`src/rtl/rx.sv`:
```
// UART receiver: 1 start bit, 8 data bits LSB first, odd parity, 1 stop bit.
// The received byte and its parity/framing status are held under a
// Received/ReceiveAck handshake until the consumer acknowledges.
module rx #(
  parameter int BIT_CYCLES  = 5209,
  parameter int HALF_CYCLES = 2604
) (
  input  logic       clk,
  input  logic       Reset,
  input  logic       Sin,
  input  logic       ReceiveAck,
  output logic       Received,
  output logic [7:0] Dout,
  output logic       parityErr,
  output logic       stopErr,
  output logic [2:0] dbg_state
);

  // Handshake: Received is high exactly while a completed byte is held in
  // ACK. Dout/parityErr/stopErr are stable whenever Received is high. The
  // consumer raises ReceiveAck while Received is high; the byte is taken on
  // that clock edge and Received drops on the following cycle. ReceiveAck
  // has no effect outside ACK, so it may be held high permanently, in which
  // case Received is a one-cycle pulse per frame.

  typedef enum logic [2:0] {
    S_IDLE  = 3'd0,
    S_START = 3'd1,
    S_BITS  = 3'd2,
    S_PAR   = 3'd3,
    S_STOP  = 3'd4,
    S_ACK   = 3'd5
  } state_t;

  localparam logic [12:0] HALF_LAST = 13'(HALF_CYCLES - 1);
  localparam logic [12:0] BIT_LAST  = 13'(BIT_CYCLES - 1);

  state_t      state_q, state_d;
  logic        sin_meta_q, sin_meta_d;
  logic        sin_s_q, sin_s_d;
  logic [12:0] timer_q, timer_d;
  logic [2:0]  cnt_q, cnt_d;
  logic [7:0]  shift_q, shift_d;
  logic        par_q, par_d;
  logic [7:0]  dout_q, dout_d;
  logic        perr_q, perr_d;
  logic        serr_q, serr_d;
  logic        received_q, received_d;

  logic        half_done;
  logic        timer_done;
  logic        bit_done;

  assign half_done  = (timer_q == HALF_LAST);
  assign timer_done = (timer_q == BIT_LAST);
  assign bit_done   = (cnt_q == 3'd7);

  assign Received  = received_q;
  assign Dout      = dout_q;
  assign parityErr = perr_q;
  assign stopErr   = serr_q;
  assign dbg_state = state_q;

  // Next-state logic: synchronizer, bit timer, bit counter, shifter and FSM.
  always_comb begin
    sin_meta_d = Sin;
    sin_s_d    = sin_meta_q;
    state_d    = state_q;
    timer_d    = timer_done ? 13'd0 : timer_q + 13'd1;
    cnt_d      = cnt_q;
    shift_d    = shift_q;
    par_d      = par_q;
    dout_d     = dout_q;
    perr_d     = perr_q;
    serr_d     = serr_q;

    case (state_q)
      S_IDLE: begin
        timer_d = 13'd0;
        if (!sin_s_q) state_d = S_START;
      end
      S_START: begin
        // Mid-point re-check rejects glitches shorter than half a bit.
        if (half_done) state_d = sin_s_q ? S_IDLE : S_BITS;
      end
      S_BITS: begin
        if (timer_done) begin
          shift_d = {sin_s_q, shift_q[7:1]};
          if (bit_done) state_d = S_PAR;
          else          cnt_d   = cnt_q + 3'd1;
        end
      end
      S_PAR: begin
        if (timer_done) begin
          par_d   = sin_s_q;
          state_d = S_STOP;
        end
      end
      S_STOP: begin
        if (timer_done) begin
          dout_d  = shift_q;
          perr_d  = ~(^{shift_q, par_q});
          serr_d  = ~sin_s_q;
          state_d = S_ACK;
        end
      end
      S_ACK: begin
        if (ReceiveAck) state_d = S_IDLE;
      end
      default: state_d = S_IDLE;
    endcase

    // Every state change restarts the bit timer so each phase is measured
    // from its own entry.
    if (state_d != state_q) timer_d = 13'd0;
    if ((state_d == S_BITS) && (state_q != S_BITS)) cnt_d = 3'd0;

    received_d = (state_d == S_ACK);
  end

  // State and output registers with synchronous reset.
  always_ff @(posedge clk) begin
    if (Reset) begin
      state_q    <= S_IDLE;
      sin_meta_q <= 1'b1;
      sin_s_q    <= 1'b1;
      timer_q    <= 13'd0;
      cnt_q      <= 3'd0;
      shift_q    <= 8'h00;
      par_q      <= 1'b0;
      dout_q     <= 8'h00;
      perr_q     <= 1'b0;
      serr_q     <= 1'b0;
      received_q <= 1'b0;
    end else begin
      state_q    <= state_d;
      sin_meta_q <= sin_meta_d;
      sin_s_q    <= sin_s_d;
      timer_q    <= timer_d;
      cnt_q      <= cnt_d;
      shift_q    <= shift_d;
      par_q      <= par_d;
      dout_q     <= dout_d;
      perr_q     <= perr_d;
      serr_q     <= serr_d;
      received_q <= received_d;
    end
  end

endmodule

```
`config.mk`:
```
export PLATFORM = sky130hd
export DESIGN_NAME = rx
export DESIGN_NICKNAME = d
export VERILOG_FILES = /design/src/rtl/rx.sv
export SDC_FILE = /design/constraint.sdc
export NUM_CORES = 1
export LEC_CHECK = 0
export BUFFER_PORTS_ARGS = -buffer_cell sky130_fd_sc_hd__clkbuf_2
export CORE_ASPECT_RATIO = 1.25
export CORE_MARGIN = 2
export CORE_UTILIZATION = 39
export DETAILED_ROUTE_END_ITERATION = 10
export PLACE_DENSITY = 0.56
export SLEW_MARGIN = 20
export SYNTH_ARGS = -nofsm -noshare
export SYNTH_HDL_FRONTEND = slang
export SYNTH_SLANG_ARGS = --single-unit
```
`constraint.sdc`:
```
create_clock -name clk -period 1.8 [get_ports clk]
set_input_delay 0.18 -clock clk [delete_from_list [all_inputs] [get_ports clk]]
set_output_delay 0.18 -clock clk [all_outputs]
set_load 0.01 [all_outputs]
```
## After elaboration in Yosys (flattened, before gate mapping)

Index checks and enable logic that the tools add are counted.

- Register bits: 41
- Word-level logic and storage cells: 46

- $add $sub $neg: 2
- Equality and inequality tests: 12
- Mux-type cells: 9
- Bitwise logic cells: 3
- Reduce and logical (&&, ||, !) cells: 9

Operators by type and width:

| cell | number |
|---|---|
| 3-bit 2-to-1 mux | 7 |
| 3-bit one-hot mux with 6 select lines | 1 |
| 13-bit by 1-bit adder with 13-bit output, second input constant | 1 |
| 13-bit by 12-bit == test with 1-bit output, second input constant | 1 |
| 13-bit == test, second input constant | 1 |
| 3-bit == test, second input constant | 4 |
| 3-bit by 2-bit == test with 1-bit output, second input constant | 3 |
| 9-bit parity | 1 |
| 2-bit AND reduction | 3 |
| 4-bit OR reduction | 1 |
| 3-bit by 1-bit adder with 3-bit output, second input constant | 1 |
| 3-bit by 1-bit == test with 1-bit output, second input constant | 1 |
| 3-bit logical NOT | 1 |
| 3-bit by 2-bit inequality test with 1-bit output, second input constant | 1 |
| 3-bit inequality test | 1 |
| 1-bit inverter | 3 |
| 3-bit AND reduction | 1 |
| 2-bit 2-to-1 mux | 1 |
| 2-bit OR reduction | 1 |
| 1-bit logical AND | 1 |

## Depth between registers and ports, before layout

Gate-level depths: netlist (run 1).

- Depth after elaboration: 7
- Mapped depth: 9
- Depth with buffers taken out: 7

## Least setup slack after synthesis (run 1)

OpenSTA, ideal clock, no wires.

- Kind: register -> register
- Start: register timer_q[0]
- End: register timer_q[1]
- Setup time: 0.079 ns
- Arrival: 1.742 ns
- Required time: 1.721 ns
- Slack: -0.021 ns
- Cell stages (with the launch flop): 9
- Cell sequence: dfxtp_1 inv_1 ha_1 and4bb_1 and3_1 buf_4 a211o_1 buf_2 a211oi_2

- Longest elaborated chain between the ends: 5
- Elaborated cells between the ends (all ways): 10

RTL lines:

| element | RTL line | text |
|---|---|---|
| start: declaration | 41 | `logic [12:0] timer_q, timer_d;` |
| start signal: assignment | 139 | `timer_q <= timer_d;` |
| 13-bit == test or 13-bit by 12-bit == test with 1-bit output (tied branches) | 55, 54 |  |
| 3-bit 2-to-1 mux, on equally long branches | n/a |  |
| 3-bit one-hot mux with 6 select lines | 77 | `case (state_q)` |
| 3-bit inequality test | 115 | `if (state_d != state_q) timer_d = 13'd0;` |
| 4-bit OR reduction (no source line) | n/a |  |

Parallel ways exist; a longest one is shown, timed or not.
A chain may end at the register's enable or synchronous reset.

## Worst setup path after layout (run 1)

- Start: register timer_q[0]
- End: register timer_q[11]

Same word-level chain as after synthesis.

==> qor.yml, run 1 <==
fillCellCount: 476
worst-path-max-fanout: 5
insertion_delay_ns: 0.29
dp_hpwl_um: 2800
num_rows: 28
holdCritPathClass: "input port to flop"
ys_types: 44
yosys-top-cells-count: "41 x dfxtp_1, 25 x nor2_1, 21 x nand2_1, 12 x mux2i_1, 11 x xnor2_1"
power_density_nw_per_um2: 713
required_ns: 1.98
yosys.cell_count.top_type: "dfxtp_1"
antenna_cells: 0
synth_ff_type: "dfxtp_1"
drive_gt1_share_pct: 32.1
fin_nets: 253
async_flop_share_pct: 0
syn_inst: 205
design_area_um2: 2440
power_frac_seq_pct: 52.6
crit_family: "compound AO/OA/AOI/OAI gates"
synth.largest_area_cell: "dfxtp_1"
cts.sinks: 41
cts-buffers-inserted: 5
slowest_stage: "dfxtp_2"
synth_seq_cells: 41
synth_enable_flop_cells: 0
place_congestion: 0.829
slowest_delay_ns: 0.34
max_slew_margin_pct: 71.1
overflow: 0
fin_crit_ns: 1.74
grt_antenna_before_repair: 0
power_frac_clock_pct: 43.3
grt_pass1_wl_um: 6350
hold_violations: 0
ir_drop_mv: 0.292
p_sw_share_pct: 19.9
max-cap-violations: 0
syn_nets: 213
ios: 18
path_cells: "inv_1, ha_2, and4bb_1, buf_6, and4_4, a211oi_4, o211a_4, o21ai_1"
worst_pin_slew_ns: 0.428
p_int_mw: 1.39
via_count: 1519
drtPass1Iterations: 4
cts_root_buf: "clkbuf_8"
rsz0062_at_grt: "yes"
die_h_um: 82.6
worst-path-buf-inv: 2
drt-total-wl_um: 3860
fmax_mhz: 575
first_global_vias: 1418
yosysWarnings: 0
cts_tree: "yes"
grt_max_degree: 25
start_util_pct: 40.4
tns_ns: 0
clock_skew_ns: 0.00214
worst_slack_ns: 0.0608
syn_avg_cell_area_um2: 9.40
dieWidth_um: 66.9
wl_per_cell_um: 12.6
synthToLayoutAreaGrowth_pct: 26.6
final_util_pct: 51.2
switching_power_mw: 0.346
p_leak_nw: 0.917
ant_nets: 0
period_share_pct: 96.6
holdWs_ns: 0.0777
ys_seq_area_share_pct: 42.6
endpoint_kind: "flop"
core_area_um2: 4760
synth_top_area_share_pct: 42.6
outcome: "completed"
p_comb_share_pct: 4.2
io_buffers: 17
drc: 0
register_area_um2: 827
pre_cts_ws_ns: -0.0477
start_kind: "flop"
synth_area_um2: 1930
drv_slew: 0
vias_per_cell: 4.96
clkSlewWorstSetupHoldPaths_ns: 0.07
synth.top_cells.by_area: "dfxtp_1 43%, mux2i_1 6.2%, xnor2_1 5.0%"
placed_cell_area_um2: 2230
clock_path_buffers: 2
finalSetupViolCount: 0
cp.arrival_ns: 1.92
critical_path_class: "flop to flop"
first_iter_violations: 62
multi_input_area_um2: 1100
htreeDepth: 2
die_area_um2: 5520
grt.total_usage_pct: 15.3
==> layout make-up <==
class | count | area share [%]
Multi-Input combinational cell | 150 | 45.1
Sequential cell | 41 | 33.9
Timing Repair Buffer | 42 | 12.4
Clock buffer | 7 | 3.54
Tap cell | 60 | 3.08
Clock inverter | 1 | 1.23
Inverter | 5 | 0.769
==> cells by family after synthesis <==
family,Yosys count,share of synthesized area (%)
AND/OR/NAND/NOR,85,23.6
flip-flops,41,42.6
AO/OA/AOI/OAI,28,11.8
buffers and inverters,15,4.09
multiplexers,12,6.23
XOR/XNOR,20,9.09
adder cells (fa/ha/maj),4,2.60
==> worst paths after layout <==
path	from	endpoint	slack (ns)	depth (start not counted)
setup / recovery	timer_q[0]	timer_q[11]	0.06	8
hold / removal	Sin	sin_meta_q	0.08	2
setup reg to reg	timer_q[0]	timer_q[11]	0.06	8
hold reg to reg	sin_meta_q	sin_s_q	0.43	1
==> per-stage QoR <==
| stage | instances | power (mW) |
|---|---|---|
| after floorplan | 205 | 0.976 |
| after global placement | 296 | 1.00 |
| after detailed placement | 296 | 1.00 |
| after CTS | 304 | 1.76 |
| after global routing | 306 | 1.81 |
| final | 306 | 1.74 |
==> cell usage in the layout, fill, tap and decap left out, types with 5 or more instances in the layout <==
| master | Yosys | layout |
|---|---|---|
| nor2_1 | 25 | 25 |
| clkbuf_8 | 0 | 6 |
| xor2_1 | 9 | 9 |
| a21oi_1 | 10 | 10 |
| nand3_1 | 10 | 9 |
| buf_4 | 3 | 22 |
| inv_1 | 5 | 5 |
| dfxtp_1 | 41 | 36 |
| mux2i_1 | 12 | 12 |
| a211oi_2 | 6 | 5 |
| clkbuf_2 | 0 | 17 |
| dfxtp_2 | 0 | 5 |
| nand2_1 | 21 | 21 |
| xnor2_1 | 11 | 11 |
==> state kept, by name, summed over array words and instances, names as in the netlist <==
name / flops
shift_q: 8
sin_meta_q: 1
sin_s_q: 1
stopErr: 1
cnt_q: 3
Dout: 8
timer_q: 13
parityErr: 1
par_q: 1
Received: 1
dbg_state: 3
==> per-layer routing <==
metal	GRT usage, %	vias to the layer above	routed length (µm)
li1	-	789	-
met1	16.3	702	1640
met2	28.4	21	2050
met3	4.07	7	108
met4	6.12	0	61
met5	0	-	0
==> worst reg2reg max path, cell delays in order, from the launching register on <==
cell and delay [ns]:
dfxtp_2 0.34, inv_1 0.05, ha_2 0.16, and4bb_1 0.20, buf_6 0.12, and4_4 0.16, a211oi_4 0.26, o211a_4 0.25
o21ai_1 0.08
==> power groups by stage <==
stage,clock network [mW],logic (mW),registers [mW]
6_report,0.753,0.0723,0.915
4_1_cts,0.777,0.0642,0.915
2_1_floorplan,0,0.0394,0.936
3_3_place_gp,0,0.0636,0.936
3_5_place_dp,0,0.0633,0.936
5_1_grt,0.819,0.0784,0.916
==> what timing repair did <==
item                       4_1_cts  5_1_grt
resized for setup                3       17
pin swaps                        0        5
setup endpoints to repair        9       24
buffers inserted                 0        1
gates cloned                     0        1
hold buffers                     0        0
Power figures use the tool's default switching activity.
==> inputs of run 2 (changes only) <==
- CELL_PAD_IN_SITES_DETAIL_PLACEMENT: unset -> 0
- CELL_PAD_IN_SITES_GLOBAL_PLACEMENT: unset -> 1
- CORE_MARGIN: 2 -> 4
- PLACE_DENSITY: 0.56 -> 0.7
==> run 2 against run 1 <==
- worst hold slack lost 0.0069 ns
- setup slack worse by 0.024 ns
- sequential power is essentially flat
- first-iteration DRC count is 19% lower
- global-route usage decreased by 1.4 points
- combinational power grew 4.3%
- critical path depth unchanged
- non-clock buffer count shrank 2
==> qor.yml, run 2 (same netlist as run 1, synthesis figures left out) <==
outcome: "completed"
holdCritPathClass: "input port to flop"
htreeDepth: 2
fin_crit_ns: 1.76
fmax_mhz: 567
p_leak_nw: 0.897
grt.total_usage_pct: 13.9
drtPass1Iterations: 5
io_buffers: 17
largest_register: "timer_q"
max_slew_margin_pct: 74.1
overflow: 0
dieWidth_um: 70.9
grt_max_degree: 25
fin_nets: 251
core_area_um2: 4760
start_kind: "flop"
cts_root_buf: "clkbuf_8"
cts-buffers-inserted: 5
slowest_delay_ns: 0.37
clock_path_buffers: 2
max-cap-violations: 0
antenna_cells: 0
endpoint_kind: "flop"
path_cells: "inv_1, ha_1, and4bb_1, and3_4, a2111oi_4, buf_4, nand2_1, o21ai_2"
worst_slack_ns: 0.0365
fillCellCount: 486
grt_antenna_before_repair: 0
place_congestion: 0.747
die_h_um: 86.6
total_power_mw: 1.73
largest_reg_flops: 13
cts.sinks: 41
ir_drop_mv: 0.349
rsz0062_at_grt: "yes"
first_global_vias: 1499
period_share_pct: 98.0
dp_hpwl_um: 2870
ios: 18
cp.arrival_ns: 2.00
critical_path_class: "flop to flop"
wl_per_cell_um: 13.2
hold_violations: 0
clock_skew_ns: 0.0103
required_ns: 2.03
clkSlewWorstSetupHoldPaths_ns: 0.08
final_cell_mix: "36 x dfxtp_1, 25 x nor2_1, 21 x nand2_1, 21 x buf_4, 17 x clkbuf_2"
holdWs_ns: 0.0708
synthToLayoutAreaGrowth_pct: 25.9
finalSetupViolCount: 0
num_rows: 28
ant_nets: 0
start_util_pct: 40.4
drt-total-wl_um: 4020
first_iter_violations: 50
drv_slew: 0
worst-path-max-fanout: 8
final_common_cell: "dfxtp_1"
vias_per_cell: 4.94
grt_pass1_wl_um: 6800
pre_cts_ws_ns: -0.134
slowest_stage: "dfxtp_4"
cts_tree: "yes"
drive_gt1_share_pct: 30.7
die_area_um2: 6140
worst_pin_slew_ns: 0.383
drc: 0
via_count: 1503
power_density_nw_per_um2: 714
cts_hold_buf: 0
final_util_pct: 50.9
insertion_delay_ns: 0.30
## run 2: cell count changes in the layout (fill, tap and decap cells not counted), sizes merged
cell      previous run  this run
clkinvlp             0         1
buf                 25        23
clkbuf              24        22
clkinv               0         1
## run 2: timing repair
item	CTS	global route
setup buffers	0	1
cloned	0	1
gates resized for setup	3	16
pin swaps	0	4
endpoints found under the setup margin	15	22
## run 2: final timing paths
| path | start | cells past startpoint | slack [ns] | endpoint |
|---|---|---|---|---|
| worst max-delay path | timer_q[0] | 8 | 0.04 | timer_q[9] |
| worst max register to register | timer_q[0] | 8 | 0.04 | timer_q[9] |
| worst min-delay path | Sin | 2 | 0.07 | sin_meta_q |
| worst min register to register | sin_meta_q | 1 | 0.42 | sin_s_q |
## run 2: final cells by class
class	count	area, µm²	area share, %
clock buffer	5	68.8	2.84
clock inverter	3	46.3	1.91
inverter	5	18.8	0.774
tap	60	75.1	3.09
timing repair buffer	40	283	11.7
sequential	41	830	34.2
multi-input combinational	150	1100	45.5
## run 2: through the flow
step	instance area, µm²	setup TNS [ns]	cells
after floorplan	1930	0	205
after global placement	2220	-0.794	294
after detailed placement	2220	-1.29	294
after CTS	2350	-0.00667	302
after global routing	2430	-0.258	304
final	2430	0	304
## run 2: report_power, final
part           internal (mW)  switching (mW)
clock                  0.415           0.327
sequential             0.910         0.00531
combinational         0.0344          0.0410
total                   1.36           0.373
## run 2: critical path, delay by kind of cell (launching register included)
kind            cells  cell delay [ns]
compound gates      2             0.45
fa+ha+maj           1             0.18
buf+inv             2             0.21
flops               1             0.37
simple gates        3             0.49
## run 2: layer usage
metal	global-route usage (%)	routed length, µm
met5	0	0
met4	5.64	80
met3	3.48	91
met1	15.9	1780
met2	24.6	2060
==> inputs of run 3 (changes only) <==
--- a/config.mk
+++ b/config.mk
@@ -15,2 +15,3 @@
 export PLACE_DENSITY = 0.7
+export SETUP_SLACK_MARGIN = 0.02
 export SLEW_MARGIN = 20
==> constraint.sdc (replaced) <==
create_clock -name clk -period 1.8 [get_ports clk]
set_input_delay 0 -clock clk [delete_from_list [all_inputs] [get_ports clk]]
set_output_delay 0 -clock clk [all_outputs]
set_load 0.01 [all_outputs]
==> run 3 against run 2 <==
- die area unchanged
- clock skew decreased by 0.00059 ns
- sequential power about the same
- critical path type unchanged
- clock power increased by 0.8%
- flip-flop and latch count unchanged
- critical path depth decreased by 1
- register-to-register slack improved by 0.05 ns
- final area decreased by 0.10%
- global-route usage increased by 0.17 points
==> qor.yml, run 3 (same netlist as run 1, synthesis figures left out) <==
outcome: "completed"
overflow: 0
drv_slew: 0
clock_skew_ns: 0.00970
start_kind: "flop"
final_common_cell: "dfxtp_1"
core_area_um2: 4760
design_area_um2: 2420
clock_path_buffers: 2
grt_max_degree: 25
first_iter_violations: 50
total_power_mw: 1.74
cp-startpoint: "timer_q[0]"
dp_hpwl_um: 2870
holdCritPathClass: "input port to flop"
r2r_start: "timer_q[0]"
clkSlewWorstSetupHoldPaths_ns: 0.08
cts.sinks: 41
endpoint_kind: "flop"
ios: 18
grt.total_usage_pct: 14.1
vias_per_cell: 5.02
max-cap-violations: 0
r2r-end: "timer_q[0]"
max_slew_margin_pct: 73.6
fin_crit_ns: 1.71
tns_ns: 0
synthToLayoutAreaGrowth_pct: 25.8
io_buffers: 17
largest_register: "timer_q"
grt_antenna_before_repair: 0
fin_nets: 252
cts-buffers-inserted: 5
grt_pass1_wl_um: 6890
worst-path-max-fanout: 11
first_global_vias: 1514
critical_path_class: "flop to flop"
fmax_mhz: 584
final_cell_mix: "35 x dfxtp_1, 25 x nor2_1, 21 x nand2_1, 21 x buf_4, 17 x clkbuf_2"
antenna_cells: 0
cp.arrival_ns: 1.93
die_area_um2: 6140
place_congestion: 0.747
placed_cell_area_um2: 2220
finalSetupViolCount: 0
power_density_nw_per_um2: 717
endpoint: "timer_q[0]"
ant_nets: 0
largest_reg_flops: 13
insertion_delay_ns: 0.30
hold_violations: 0
drt-total-wl_um: 4010
drive_gt1_share_pct: 31.0
wl_per_cell_um: 13.1
drc: 0
via_count: 1530
num_rows: 28
r2r_setup_slack_ns: 0.09
dieWidth_um: 70.9
cts_tree: "yes"
start_util_pct: 40.4
ir_drop_mv: 0.360
p_leak_nw: 0.896
die_h_um: 86.6
drtPass1Iterations: 4
htreeDepth: 2
required_ns: 2.02
worst_pin_slew_ns: 0.390
cts_root_buf: "clkbuf_8"
rsz0062_at_grt: "yes"
reg2reg_depth: 7
period_share_pct: 95.2
## run 3: cell count changes in the layout (fill, tap and decap cells not counted)
cell / before / now
a2111oi_2: 0 / 1
a2111oi_4: 1 / 0
dfxtp_1: 36 / 35
dfxtp_2: 4 / 5
dlygate4sd3_1: 0 / 1
ha_1: 4 / 3
ha_2: 0 / 1
o21ai_1: 1 / 2
o21ai_2: 1 / 0
## run 3: final cells by class
cell class / count / area, µm²
fill: 485 / 2340
timing repair buffer: 41 / 293
multi-input combinational: 150 / 1090
tap: 60 / 75.1
sequential: 41 / 831
clock buffer: 5 / 68.8
clock inverter: 3 / 46.3
inverter: 5 / 18.8
## run 3: timing repair
action                     CTS  global route
pin swaps                    0             3
hold buffers                 1             0
hold endpoints to repair     1             0
gates cloned                 0             1
setup buffers                0             1
setup endpoints to repair   15            22
resized for setup            5            14
## run 3: how the worst min path moves through the flow
stage,startpoint,endpoint,slack [ns],cells past startpoint
final,ReceiveAck,dbg_state[2],0.13,4
after global routing,ReceiveAck,dbg_state[2],0.15,4
after CTS,ReceiveAck,dbg_state[2],0.13,4
after detailed placement,Sin,sin_meta_q,0.19,2
after global placement,Sin,sin_meta_q,0.18,2
after floorplan,Sin,sin_meta_q,0.10,1
## run 3: where the power goes
group | leakage, nW | total, mW | internal, mW | switching (mW)
Sequential | 0.334 | 0.915 | 0.910 | 0.00541
Combinational | 0.507 | 0.0756 | 0.0354 | 0.0402
Clock | 0.0543 | 0.748 | 0.415 | 0.333
Total | 0.896 | 1.74 | 1.36 | 0.378
## run 3: routing by layer
layer	share of wire [%]	vias to the layer above	GRT usage, %
li1	-	788	-
met1	45	715	16.2
met2	51	22	24.8
met3	2.6	5	3.48
met4	1.6	0	5.81
met5	0	-	0
## run 3: per-stage QoR
step	hold slack, ns	util [%]	std cells	setup WS (ns)
after detailed placement	0.189	46.6	294	-0.134
after global placement	0.184	46.6	294	-0.0977
after global routing	0.149	50.9	305	-0.00878
after CTS	0.129	49.7	303	0.0223
final	0.125	50.9	305	0.0871
after floorplan	0.104	-	205	0.0323
## run 3: critical path: stages (launching register included)
cell	delay (ns)
dfxtp_4	0.37
inv_1	0.04
ha_1	0.18
and4bb_1	0.22
and3_4	0.22
a211o_1	0.27
buf_12	0.15
a211oi_2	0.18
